===== src/rtl/led_status_pkg.sv =====
// led_status_pkg: shared state encoding, ASCII constants and message byte lookup.
// LED_STATUS_TX_PARITY_EN adds the PARITY serialiser state.
package led_status_pkg;

`ifdef LED_STATUS_TX_PARITY_EN
    typedef enum logic [2:0] {IDLE, START, DATA, PARITY, STOP} tx_state_e;
`else
    typedef enum logic [2:0] {IDLE, START, DATA, STOP} tx_state_e;
`endif

    localparam logic [7:0] QUERY = 8'd63;
    localparam logic [7:0] HDR   = 8'd76;
    localparam logic [7:0] ZERO  = 8'd48;
    localparam logic [7:0] ONE   = 8'd49;
    localparam logic [7:0] CR    = 8'd13;
    localparam logic [7:0] LF    = 8'd10;
    localparam int         MSG_LEN = 7;

    // Bytes 1..4 report snap[3]..snap[0]; 0 - idx (mod 4) maps 1,2,3,4 to 3,2,1,0.
    function automatic logic [7:0] msg_byte(input logic [2:0] idx, input logic [3:0] snap);
        logic [1:0] b;
        b = 2'd0 - idx[1:0];
        return idx == 3'd0 ? HDR :
               idx <= 3'd4 ? (snap[b] ? ONE : ZERO) :
               idx == 3'd5 ? CR : LF;
    endfunction

endpackage


===== src/rtl/uart_tx_byte.sv =====
// uart_tx_byte: one-byte UART serialiser with baud counter and registered Tx.
// LED_STATUS_TX_PARITY_EN inserts an even-parity bit before the stop bit.
module uart_tx_byte
    import led_status_pkg::*;
#(
    parameter int CLKS_PER_BIT = 868
) (
    input  logic       Clock,
    input  logic       Reset_n,
    input  logic [7:0] data,
    input  logic       start,
    output logic       ready,
    output logic       Tx
);

    localparam int             CW   = $clog2(CLKS_PER_BIT);
    localparam logic [CW-1:0]  LAST = CW'(CLKS_PER_BIT - 1);

    tx_state_e     state;
    logic [CW-1:0] baud;
    logic [2:0]    bit_idx;
    logic [7:0]    shifter;
    logic          bit_end;
`ifdef LED_STATUS_TX_PARITY_EN
    logic          parity;
`endif

    assign bit_end = baud == LAST;
    // Ready on the final stop-bit cycle lets the next start bit follow with no gap.
    assign ready   = state == IDLE || (state == STOP && bit_end);

    always_ff @(posedge Clock or negedge Reset_n) begin
        if (!Reset_n) begin
            state   <= IDLE;
            baud    <= '0;
            bit_idx <= '0;
            shifter <= '0;
            Tx      <= 1'b1;
`ifdef LED_STATUS_TX_PARITY_EN
            parity  <= 1'b0;
`endif
        end else begin
            baud <= (state == IDLE || bit_end) ? '0 : baud + 1'b1;
            if (ready && start) begin
                state   <= START;
                shifter <= data;
                bit_idx <= '0;
                Tx      <= 1'b0;
`ifdef LED_STATUS_TX_PARITY_EN
                parity  <= ^data;
`endif
            end else begin
                case (state)
                    START: if (bit_end) begin
                        state <= DATA;
                        Tx    <= shifter[0];
                    end
                    DATA: if (bit_end) begin
                        if (bit_idx == 3'd7) begin
`ifdef LED_STATUS_TX_PARITY_EN
                            state <= PARITY;
                            Tx    <= parity;
`else
                            state <= STOP;
                            Tx    <= 1'b1;
`endif
                        end else begin
                            bit_idx <= bit_idx + 3'd1;
                            shifter <= shifter >> 1;
                            Tx      <= shifter[1];
                        end
                    end
`ifdef LED_STATUS_TX_PARITY_EN
                    PARITY: if (bit_end) begin
                        state <= STOP;
                        Tx    <= 1'b1;
                    end
`endif
                    STOP: if (bit_end) state <= IDLE;
                    default: begin
                        state <= IDLE;
                        Tx    <= 1'b1;
                    end
                endcase
            end
        end
    end

endmodule


===== src/rtl/led_status_tx.sv =====
// led_status_tx: answers '?' with "Lbbbb\r\n" reporting a snapshot of LedState over UART.
// LED_STATUS_TX_PARITY_EN (in uart_tx_byte) selects 8E1 framing.
module led_status_tx
    import led_status_pkg::*;
#(
    parameter int CLKS_PER_BIT = 868
) (
    input  logic       Clock,
    input  logic       Reset_n,
    input  logic [7:0] Cmd,
    input  logic       CmdValid,
    input  logic [3:0] LedState,
    output logic       Tx,
    output logic       Busy
);

    logic [2:0] byte_idx;
    logic [3:0] snapshot;
    logic       tx_ready;
    logic       msg_done;
    logic       accept;
    logic       next_byte;
    logic [2:0] sel;
    logic [7:0] tx_data;

    // A query landing on the edge that ends the last stop bit is taken immediately.
    assign msg_done  = Busy && tx_ready && byte_idx == 3'(MSG_LEN - 1);
    assign accept    = CmdValid && Cmd == QUERY && (!Busy || msg_done);
    assign next_byte = Busy && tx_ready && !msg_done;
    assign sel       = accept ? 3'd0 : byte_idx + 3'd1;
    assign tx_data   = msg_byte(sel, snapshot);

    always_ff @(posedge Clock or negedge Reset_n) begin
        if (!Reset_n) begin
            Busy     <= 1'b0;
            byte_idx <= '0;
            snapshot <= '0;
        end else if (accept) begin
            Busy     <= 1'b1;
            byte_idx <= '0;
            snapshot <= LedState;
        end else if (next_byte) begin
            byte_idx <= sel;
        end else if (msg_done) begin
            Busy     <= 1'b0;
        end
    end

    uart_tx_byte #(.CLKS_PER_BIT(CLKS_PER_BIT)) u_tx (
        .Clock   (Clock),
        .Reset_n (Reset_n),
        .data    (tx_data),
        .start   (accept || next_byte),
        .ready   (tx_ready),
        .Tx      (Tx)
    );

endmodule


===== config.mk =====
export PLATFORM = sky130hd
export DESIGN_NAME = led_status_tx
export DESIGN_NICKNAME = d
export VERILOG_FILES = /design/src/rtl/led_status_pkg.sv /design/src/rtl/uart_tx_byte.sv /design/src/rtl/led_status_tx.sv
export SDC_FILE = /design/constraint.sdc
export NUM_CORES = 1
export LEC_CHECK = 0
export ABC_AREA = 1
export BUFFER_PORTS_ARGS = -buffer_cell sky130_fd_sc_hd__buf_2
export CORE_MARGIN = 2
export CORE_UTILIZATION = 39
export CTS_BUF_LIST = sky130_fd_sc_hd__clkbuf_16
export DETAILED_ROUTE_END_ITERATION = 8
export SLEW_MARGIN = 10
export SYNTH_ARGS = -nofsm -noshare
export SYNTH_HDL_FRONTEND = slang
export SYNTH_SLANG_ARGS = --single-unit
export TNS_END_PERCENT = 30

===== constraint.sdc =====
create_clock -name Clock -period 3.3 [get_ports Clock]
set_input_delay 0.495 -clock Clock [delete_from_list [all_inputs] [get_ports Clock]]
set_output_delay 0.495 -clock Clock [all_outputs]
set_load 0.03 [all_outputs]

==> flow_summary.json <==
{
  "start_util_pct": 40.9,
  "netlist_area_mm2": 0.00179,
  "htreeDepth": 2,
  "combPwrFrac_pct": 1.9,
  "hold_buffers": 0,
  "grt_overflow_total": 0,
  "placed_cell_area_mm2": 0.00190,
  "postCtsSetupBuffers": 0,
  "rows": 24,
  "core_mm2": 0.00438,
  "cts_sinks": 31,
  "drt_iter0_drc": 42,
  "power.leakage_nw": 1.08,
  "die_h_um": 71.8,
  "numCtsBuffers": 5,
  "timing.rr.start": "u_tx.baud[0]$_DFF_PN0_",
  "fin_skew_ps": 4.55,
  "fin_ws_ps": 715,
  "setup_tns_ps": 0,
  "finalInstanceArea_mm2": 0.00204,
  "viasPerCell": 4.84,
  "first_pass_iters": 4,
  "cts_resized": 0,
  "ir_drop_mv": 0.219,
  "dieArea_mm2": 0.00516,
  "fin_crit_ps": 2590,
  "syn_nets": 250,
  "setup_viol": 0,
  "vias": 1405,
  "max-cap-violations": 0,
  "drc": 0,
  "p_int_mw": 0.657,
  "outcome": "complete, no violations",
  "fp.dieW_um": 71.8,
  "power_mw": 0.819,
  "antenna_found_initial": 0,
  "finalCritPeriodShare_pct": 78.3,
  "final_cell_mix": "nand2_1, inv_1, dfrtp_1, ha_1, buf_2",
  "dpl_worst_slack_ps": 693,
  "synthCells": 219,
  "critPathCaptureType": "register",
  "hold_violations": 0,
  "cts_root_buf": "clkbuf_16",
  "io_pins": 17,
  "critPathArrivalTime_ps": 2780,
  "p_per_area_mw_per_mm2": 402,
  "fmax_mhz": 387,
  "p_switching_mw": 0.162,
  "p_clk_share_pct": 51.5,
  "portBuffers": 16,
  "final_util_pct": 46.5,
  "grt_max_degree": 32,
  "place_congestion": 0.794,
  "r2r_end": "u_tx.shifter[2]$_DFFE_PN0P_",
  "path_max_fanout": 13,
  "drive_above_1_share_pct": 13.9,
  "clockBufferDepth": 2,
  "n_antenna_cell": 0,
  "ant_nets": 0,
  "finalNetCount": 269,
  "finalMaxSlewViolations": 0,
  "hold_class": "input pin to asynchronous set/reset pin",
  "drt_wl_total_um": 3270,
  "seq_power_share_pct": 46.5,
  "place_inst": 283,
  "yosysUniqueCellTypes": 30,
  "layout_commonest_cell": "nand2_1",
  "wl_per_cell_um": 11.3,
  "required_ps": 3490,
  "grt_setup_unrepaired": "no",
  "switching_share_pct": 19.7,
  "stdcell_count": 290,
  "path_clk_slew_ps": 50,
  "fillers": 419,
  "synthToLayoutAreaGrowth_pct": 13.6,
  "clkLatencyLatePin_ps": 270,
  "first_global_vias": 1324,
  "hold_ws_ps": 259,
  "crit_type": "register to register",
  "worst_pin_slew_ps": 680,
  "grt_pass1_wl_um": 5670,
  "groute.usage.overall_pct": 14.2,
  "r2r_cells": 16,
  "synth_warnings": 0,
  "start_kind": "register",
  "synth-seq-area-share_pct": 43.3,
  "slew_headroom_pct": 54.7,
  "synth_seq_cells": 31,
  "cts_tree": "done",
  "reg2reg_slack_ps": 710,
  "syn_area_per_cell_um2": 8.19,
  "dp_hpwl_um": 2350
}
-- worst max path at each step --
stage	start	end	slack [ps]	depth (start not counted)
after floorplan	u_tx.baud[0]$_DFF_PN0_	u_tx.shifter[4]$_DFFE_PN0P_	1050	17
after global placement	u_tx.baud[0]$_DFF_PN0_	u_tx.shifter[2]$_DFFE_PN0P_	760	16
after detailed placement	u_tx.baud[0]$_DFF_PN0_	u_tx.shifter[2]$_DFFE_PN0P_	690	16
after CTS	u_tx.baud[0]$_DFF_PN0_	u_tx.shifter[2]$_DFFE_PN0P_	680	16
after global routing	u_tx.baud[0]$_DFF_PN0_	u_tx.shifter[3]$_DFFE_PN0P_	440	15
final	u_tx.baud[0]$_DFF_PN0_	u_tx.shifter[2]$_DFFE_PN0P_	710	16
-- flip-flops by register name, indices dropped and copies added (netlist names) --
name / flops
u_tx.baud: 10
u_tx.shifter: 7
snapshot: 4
byte_idx: 3
u_tx.bit_idx: 3
u_tx.state: 2
Busy: 1
u_tx.Tx: 1
-- area by class of cell --
type / instances / area [µm²] / area share (%)
inverter: 32 / 120 / 5.89
tap: 52 / 65.1 / 3.19
clock buffer: 5 / 125 / 6.14
sequential: 31 / 777 / 38.1
multi-input combinational: 152 / 862 / 42.3
clock inverter: 2 / 8.76 / 0.430
timing repair buffer: 16 / 80.1 / 3.93
-- cell usage after synthesis --
library cell   n  area [µm²]
a21o_1         1        7.51
a21oi_1       11        55.1
a21oi_4        1        16.3
a22oi_1        1        7.51
a31oi_1        1        6.26
and3_1         1        6.26
buf_2          1        5.00
buf_4          1        7.51
buf_6          2        22.5
dfrtp_1       30         751
dfstp_2        1        26.3
ha_1          16         200
inv_1         31         116
inv_2          1        3.75
nand2_1       52         195
nand2_2        5        31.3
nand3_1       13        65.1
nand3_2        2        20.0
nand4_1        1        6.26
nor2_1        14        52.6
nor2_2         1        6.26
nor3_1         8        40.0
nor3b_1        2        15.0
nor4_1         2        12.5
o21ai_0       12        60.1
o21ai_1        2        10.0
o22ai_1        1        6.26
o311ai_1       1        8.76
o31ai_1        1        7.51
xor2_1         3        26.3
-- power by group through the flow --
stage | clock [mW] | combinational [mW] | sequential, mW
global route | 0.451 | 0.0189 | 0.380
CTS | 0.438 | 0.0169 | 0.381
global placement | 0 | 0.0167 | 0.387
finish | 0.422 | 0.0159 | 0.381
detailed placement | 0 | 0.0168 | 0.387
floorplan | 0 | 0.00124 | 0.387
-- cell families after synthesis --
kind of cell	count (synthesis)	synth area share [%]
compound gates	32	10.3
flops	31	43.3
fa+ha+maj	16	11.2
simple gates	101	25.1
buf+inv	36	8.65
xor+xnor	3	1.46
-- per-layer routing --
layer	vias to the layer above	global-route usage, %	part of all wire [%]
li1	745	-	-
met1	637	16.4	48
met2	16	24.1	47
met3	7	4.64	3.2
met4	0	6.29	1.9
met5	-	0	0
-- worst max-delay path: stages (launching register included) --
cell and delay, ps:
dfrtp_1 390, ha_1 230, nand2_1 110, nor2_2 40, nand2_2 90, nand2_2 160, nand3_2 100, nand2_2 60
nand2_2 200, nand2_1 160, ha_1 270, inv_1 70, ha_1 150, inv_1 50, nor3_1 190, nor3_1 80
o21ai_0 150
No activity file was read; power rests on OpenSTA's default activity.
